<file path="src/rtl/alu_pkg.sv">
// Shared ALU definitions: op encoding, datapath widths and the
// multiplier controller state encoding.
package alu_pkg;

    localparam int W  = 16;  // operand width, matches alu
    localparam int CW = 5;   // iteration counter width, covers 0..16

    typedef enum logic [1:0] {
        ALU_ADD = 2'b00,
        ALU_SUB = 2'b01,
        ALU_AND = 2'b10,
        ALU_OR  = 2'b11
    } alu_op_t;

    // Code 2'd3 is unused and recovers to IDLE.
    typedef enum logic [1:0] {
        IDLE = 2'd0,
        RUN  = 2'd1,
        DONE = 2'd2
    } mul_state_t;

endpackage

</file>
<file path="src/rtl/alu_mul_seq_if.sv">
// Request/result bundle between a requester and the sequential multiplier.
//
// Handshake: start is sampled on a rising clk edge only while busy=0
// (IDLE or DONE); that edge captures a and b. While busy=1 start, a and b
// are ignored. done is a one-cycle pulse marking the cycle from which
// product holds the new result; product stays stable until the next done
// or reset. busy and done are never high together.
interface alu_mul_seq_if;
    import alu_pkg::*;

    logic             start;
    logic [W-1:0]     a;
    logic [W-1:0]     b;
    logic             busy;
    logic             done;
    logic [2*W-1:0]   product;

    modport master (
        output start, a, b,
        input  busy, done, product
    );

    modport slave (
        input  start, a, b,
        output busy, done, product
    );

endinterface

</file>
<file path="src/rtl/alu.sv">
// 16-bit ALU: ADD, SUB, AND, OR with carry out. SUB is an add of the
// inverted operand with an internal carry-in of 1; ADD uses carry-in 0.
module alu
    import alu_pkg::*;
(
    input  logic [W-1:0] i0,
    input  logic [W-1:0] i1,
    input  alu_op_t      op,
    output logic [W-1:0] sum,
    output logic         cout
);

    logic [W:0] ext;
    logic       cin;

    // Combinational result with one extra bit to carry out of the adder.
    always_comb begin
        ext = '0;
        cin = (op == ALU_SUB);
        case (op)
            ALU_ADD: ext = {1'b0, i0} + {1'b0, i1} + {{W{1'b0}}, cin};
            ALU_SUB: ext = {1'b0, i0} + {1'b0, ~i1} + {{W{1'b0}}, cin};
            ALU_AND: ext = {1'b0, i0 & i1};
            ALU_OR:  ext = {1'b0, i0 | i1};
            default: ext = '0;
        endcase
    end

    assign sum  = ext[W-1:0];
    assign cout = ext[W];

endmodule

</file>
<file path="src/rtl/alu_mul_seq.sv">
// Sequential unsigned 16x16 shift-and-add multiplier that borrows the
// existing alu as its adder. acc holds the running upper half, q the
// multiplier shifting out into the lower half; the alu carry becomes the
// new acc msb so the full 32-bit product is kept.
module alu_mul_seq
    import alu_pkg::*;
(
    input  logic         clk,
    input  logic         reset,
    alu_mul_seq_if.slave bus,
    output mul_state_t   dbg_state
);

    mul_state_t       state;
    logic [W-1:0]     acc;
    logic [W-1:0]     q;
    logic [W-1:0]     m;
    logic [CW-1:0]    cnt;
    logic [2*W-1:0]   product_q;

    logic [W-1:0]     addend;
    logic [W-1:0]     alu_sum;
    logic             alu_cout;

    // Add the multiplicand only when the current multiplier bit is set.
    assign addend = q[0] ? m : '0;

    alu u_alu (
        .i0   (acc),
        .i1   (addend),
        .op   (ALU_ADD),
        .sum  (alu_sum),
        .cout (alu_cout)
    );

    // Controller FSM, iteration counter and shift registers.
    always_ff @(posedge clk or posedge reset) begin
        if (reset) begin
            state     <= IDLE;
            acc       <= '0;
            q         <= '0;
            m         <= '0;
            cnt       <= '0;
            product_q <= '0;
        end else begin
            case (state)
                // DONE accepts a new start exactly like IDLE, so multiplies
                // can run back to back with no idle gap.
                IDLE, DONE: begin
                    if (bus.start) begin
                        m     <= bus.a;
                        q     <= bus.b;
                        acc   <= '0;
                        cnt   <= '0;
                        state <= RUN;
                    end else begin
                        state <= IDLE;
                    end
                end
                RUN: begin
                    {acc, q} <= {alu_cout, alu_sum, q[W-1:1]};
                    cnt      <= cnt + CW'(1);
                    if (cnt == CW'(W - 1)) begin
                        product_q <= {alu_cout, alu_sum, q[W-1:1]};
                        state     <= DONE;
                    end
                end
                default: state <= IDLE;
            endcase
        end
    end

    assign bus.busy    = (state == RUN);
    assign bus.done    = (state == DONE);
    assign bus.product = product_q;
    assign dbg_state   = state;

endmodule
</file>
<file path="src/flat_wrapper.sv">
// flat-port wrapper written by rule: the top's interface ports become plain ports
module alu_mul_seq_flat import alu_pkg::*;
  (clk, reset, dbg_state, bus_start, bus_a, bus_b, bus_busy, bus_done, bus_product);
  alu_mul_seq_if bus_i ();
  input  logic clk;
  input  logic reset;
  output mul_state_t dbg_state;
  input wire logic [$bits(bus_i.start)-1:0] bus_start;
  input wire logic [$bits(bus_i.a)-1:0] bus_a;
  input wire logic [$bits(bus_i.b)-1:0] bus_b;
  output wire logic [$bits(bus_i.busy)-1:0] bus_busy;
  output wire logic [$bits(bus_i.done)-1:0] bus_done;
  output wire logic [$bits(bus_i.product)-1:0] bus_product;
  assign bus_i.start = bus_start;
  assign bus_i.a = bus_a;
  assign bus_i.b = bus_b;
  assign bus_busy = bus_i.busy;
  assign bus_done = bus_i.done;
  assign bus_product = bus_i.product;
  alu_mul_seq u_core (.clk(clk), .reset(reset), .bus(bus_i), .dbg_state(dbg_state));
endmodule
</file>
<file path="config.mk">
export PLATFORM = sky130hd
export DESIGN_NAME = alu_mul_seq_flat
export DESIGN_NICKNAME = d
export VERILOG_FILES = /design/src/rtl/alu_pkg.sv /design/src/rtl/alu_mul_seq_if.sv /design/src/rtl/alu.sv /design/src/rtl/alu_mul_seq.sv /design/src/flat_wrapper.sv
export SDC_FILE = /design/constraint.sdc
export NUM_CORES = 1
export LEC_CHECK = 0
export ABC_AREA = 1
export BUFFER_PORTS_ARGS = -buffer_cell sky130_fd_sc_hd__buf_2
export CORE_MARGIN = 1
export CORE_UTILIZATION = 26
export DETAILED_ROUTE_END_ITERATION = 10
export PLACE_DENSITY_LB_ADDON = 0.3
export REMOVE_ABC_BUFFERS = 1
export SYNTH_ARGS = -nofsm -noshare
export SYNTH_HDL_FRONTEND = slang
export SYNTH_SLANG_ARGS = --single-unit
export TNS_END_PERCENT = 20
</file>
<file path="constraint.sdc">
create_clock -name clk -period 8.2 [get_ports clk]
set_clock_uncertainty 0.2 [all_clocks]
set_input_delay 0.41 -clock clk [delete_from_list [all_inputs] [get_ports clk]]
set_output_delay 0.41 -clock clk [all_outputs]
set_load 0.005 [all_outputs]
</file>
==> impl_metrics.tcl <==
set metrics [dict create \
    syn_area_per_cell_um2 8.41 \
    synth_cell_types 33 \
    vias_per_cell 4.37 \
    ant_nets 0 \
    htreeDepth 3 \
    grt_pass1_wl_mm 18.0 \
    clk_pin_slew_ns 0.07 \
    detail_route.wl_per_cell_um 13.2 \
    fin_crit_sh_pct 30.4 \
    synth-seq-cells 87 \
    cpMostUsedCell "nand2_1" \
    required_ns 8.23 \
    setup_violations 0 \
    grt_pass1_vias 3544 \
    drt-total-wl_mm 10.9 \
    dr.pass1.iters 5 \
    area_delta_synth_final_pct 19.1 \
    timing.fmax_mhz 401 \
    cts_tree "built" \
    fin_crit_ns 2.49 \
    finalPower_mw 2.15 \
    die_area_mm2 0.0178 \
    clk_latency_ns 0.35 \
    stdcell_count 824 \
    synth_warnings 0 \
    seq_area_mm2 0.00218 \
    cts_setup_buffers 0 \
    vias 3602 \
    final_nets 653 \
    slew-limit-headroom_pct 44.5 \
    overflow 0 \
    diodes 0 \
    die_h_um 133 \
    ir_drop_v 0.000108 \
    multi_input_area_mm2 0.00190 \
    cp_cell_sequence "nand2_1, inv_1, ha_1, fa_1, nand2_1, nand2_1, and2_4, nand3_1, nand4_1, nand3_1, nand2_1" \
    fill_cells 1774 \
    finalSetupTns_ns 0 \
    crit_type "reg2reg" \
    drtIter0Drc 161 \
    drv_slew 0 \
    gp_congestion 0.914 \
    post-route-util_pct 32.0 \
    syn_inst 533 \
    p_leak_nw 2.93 \
    seq_area_frac_synth_pct 48.5 \
    die_w_um 133 \
    final_layout_size_suffix_gt1_share_pct 18.5 \
    antenna_found_initial 0 \
    cts_buffers 9 \
    outcome "completed" \
    grt_max_degree 66 \
    mostFrequentLayoutCell "nand2_1" \
    hold_class "in2reg" \
    drc_errors 0 \
    hold_buffers 1 \
    cap_violations 0 \
    mostFrequentLayoutCells "nand2_1 (177), dfrtp_1 (87), inv_1 (75)" \
    power_density_mw_per_mm2 403 \
    dpl.hpwl_mm 7.81 \
    cp-end-kind "flip-flop" \
    core-area_mm2 0.0167 \
    cp_top_family "simple AND/OR/NAND/NOR gates" \
    cts_buffer_depth 2 \
    start_util_pct 26.9 \
    hold_viol 0 \
    path_buf_inv 1 \
    tightest_slew_ns 0.832 \
    cpPeakStageDelay_ns 0.58 \
    start_kind "flip-flop" \
    grt_setup_unrepaired "no" \
    crit_path_top_delay_cell "dfrtp_1" \
    num_rows 47 \
    grt_util_all_layers_pct 12.7 \
    ios 71 \
    syn_area_mm2 0.00448 \
    cp.arrival_ns 2.52 \
    cts_resized 0 \
    worstPathMaxFanout 17 \
    rrSetupSlack_ns 5.71 \
    numClockSinks 87 \
    io_buffers 70 \
    dp.cells 807 \
    cts_root_buffer "clkbuf_16" \
]
==> synth_stat cells, drive strengths merged <==
cell type / number / share of area, %
a21oi: 11 / 1.2
a22o: 2 / 0.39
and2: 1 / 0.20
buf: 11 / 1.6
clkbuf: 6 / 0.50
dfrtp: 87 / 49
fa: 1 / 0.45
ha: 18 / 5.0
inv: 80 / 6.9
mux2: 16 / 4.0
nand2: 181 / 16
nand3: 43 / 4.8
nand3b: 3 / 0.50
nand4: 1 / 0.14
nor2: 16 / 1.7
nor3: 4 / 0.45
o211ai: 1 / 0.17
o21ai: 27 / 3.0
o221ai: 15 / 2.9
o22ai: 1 / 0.14
or2: 2 / 0.28
xnor2: 3 / 0.59
xor2: 3 / 0.75
==> stage by stage <==
step                setup WS (ns)  hold WS (ns)  cell area [µm²]
floorplan                    5.34         0.240             4390
global placement             5.80         0.208             5020
detailed placement           5.73         0.229             5020
CTS                          5.71        0.0712             5340
global route                 5.54        0.0850             5340
finish                       5.71        0.0839             5340
==> layer usage <==
metal	up-vias	routed length, µm	global-route usage [%]
met3	5	414	2.36
met4	0	95	4.92
met5	-	0	0
li1	1851	-	-
met2	63	5340	21.3
met1	1683	5040	16.1
==> cell families (layout without fill, tap and decap cells) <==
family,after synthesis,count (layout),synth area share (%)
AOI/OAI and AO/OA,57,57,7.87
DFF,87,87,48.5
adders and majority gates,19,19,5.47
and+or+nand+nor,251,251,23.8
xor gates and xnor gates,6,6,1.34
buffers and inverters,97,168,8.98
muxes,16,16,4.02
==> power breakdown <==
part	leakage (nW)	internal, mW	switching, mW
Sequential	1.08	0.622	0.110
Clock	0.147	0.247	0.175
Combinational	1.70	0.386	0.609
Total	2.93	1.26	0.895
==> flip-flops by register name, summed over array words and instances (netlist names) <==
signal,count
u_core.acc,16
u_core.bus.product,32
u_core.cnt,5
u_core.dbg_state,2
u_core.m,16
u_core.q,16
==> final cells by class <==
type / count / share of cell area (%)
Timing Repair Buffer: 72 / 6.89
Sequential cell: 87 / 40.8
Clock inverter: 5 / 1.19
Clock buffer: 11 / 4.55
Multi-Input combinational cell: 349 / 35.7
Tap cell: 220 / 5.15
Inverter: 80 / 5.79
==> path summary, 6_finish.rpt <==
check / to / cells after the start / from
min in group asynchronous: u_core.m[6] / 3 / reset
worst min register to register: u_core.cnt[3] / 1 / u_core.cnt[3]
max in group asynchronous: u_core.bus.product[24] / 4 / reset
worst max-delay path: u_core.bus.product[27] / 11 / u_core.q[0]
worst min-delay path: u_core.m[8] / 2 / bus_a[8]
worst max register to register: u_core.bus.product[27] / 11 / u_core.q[0]
(Power assumes the default switching activity.)
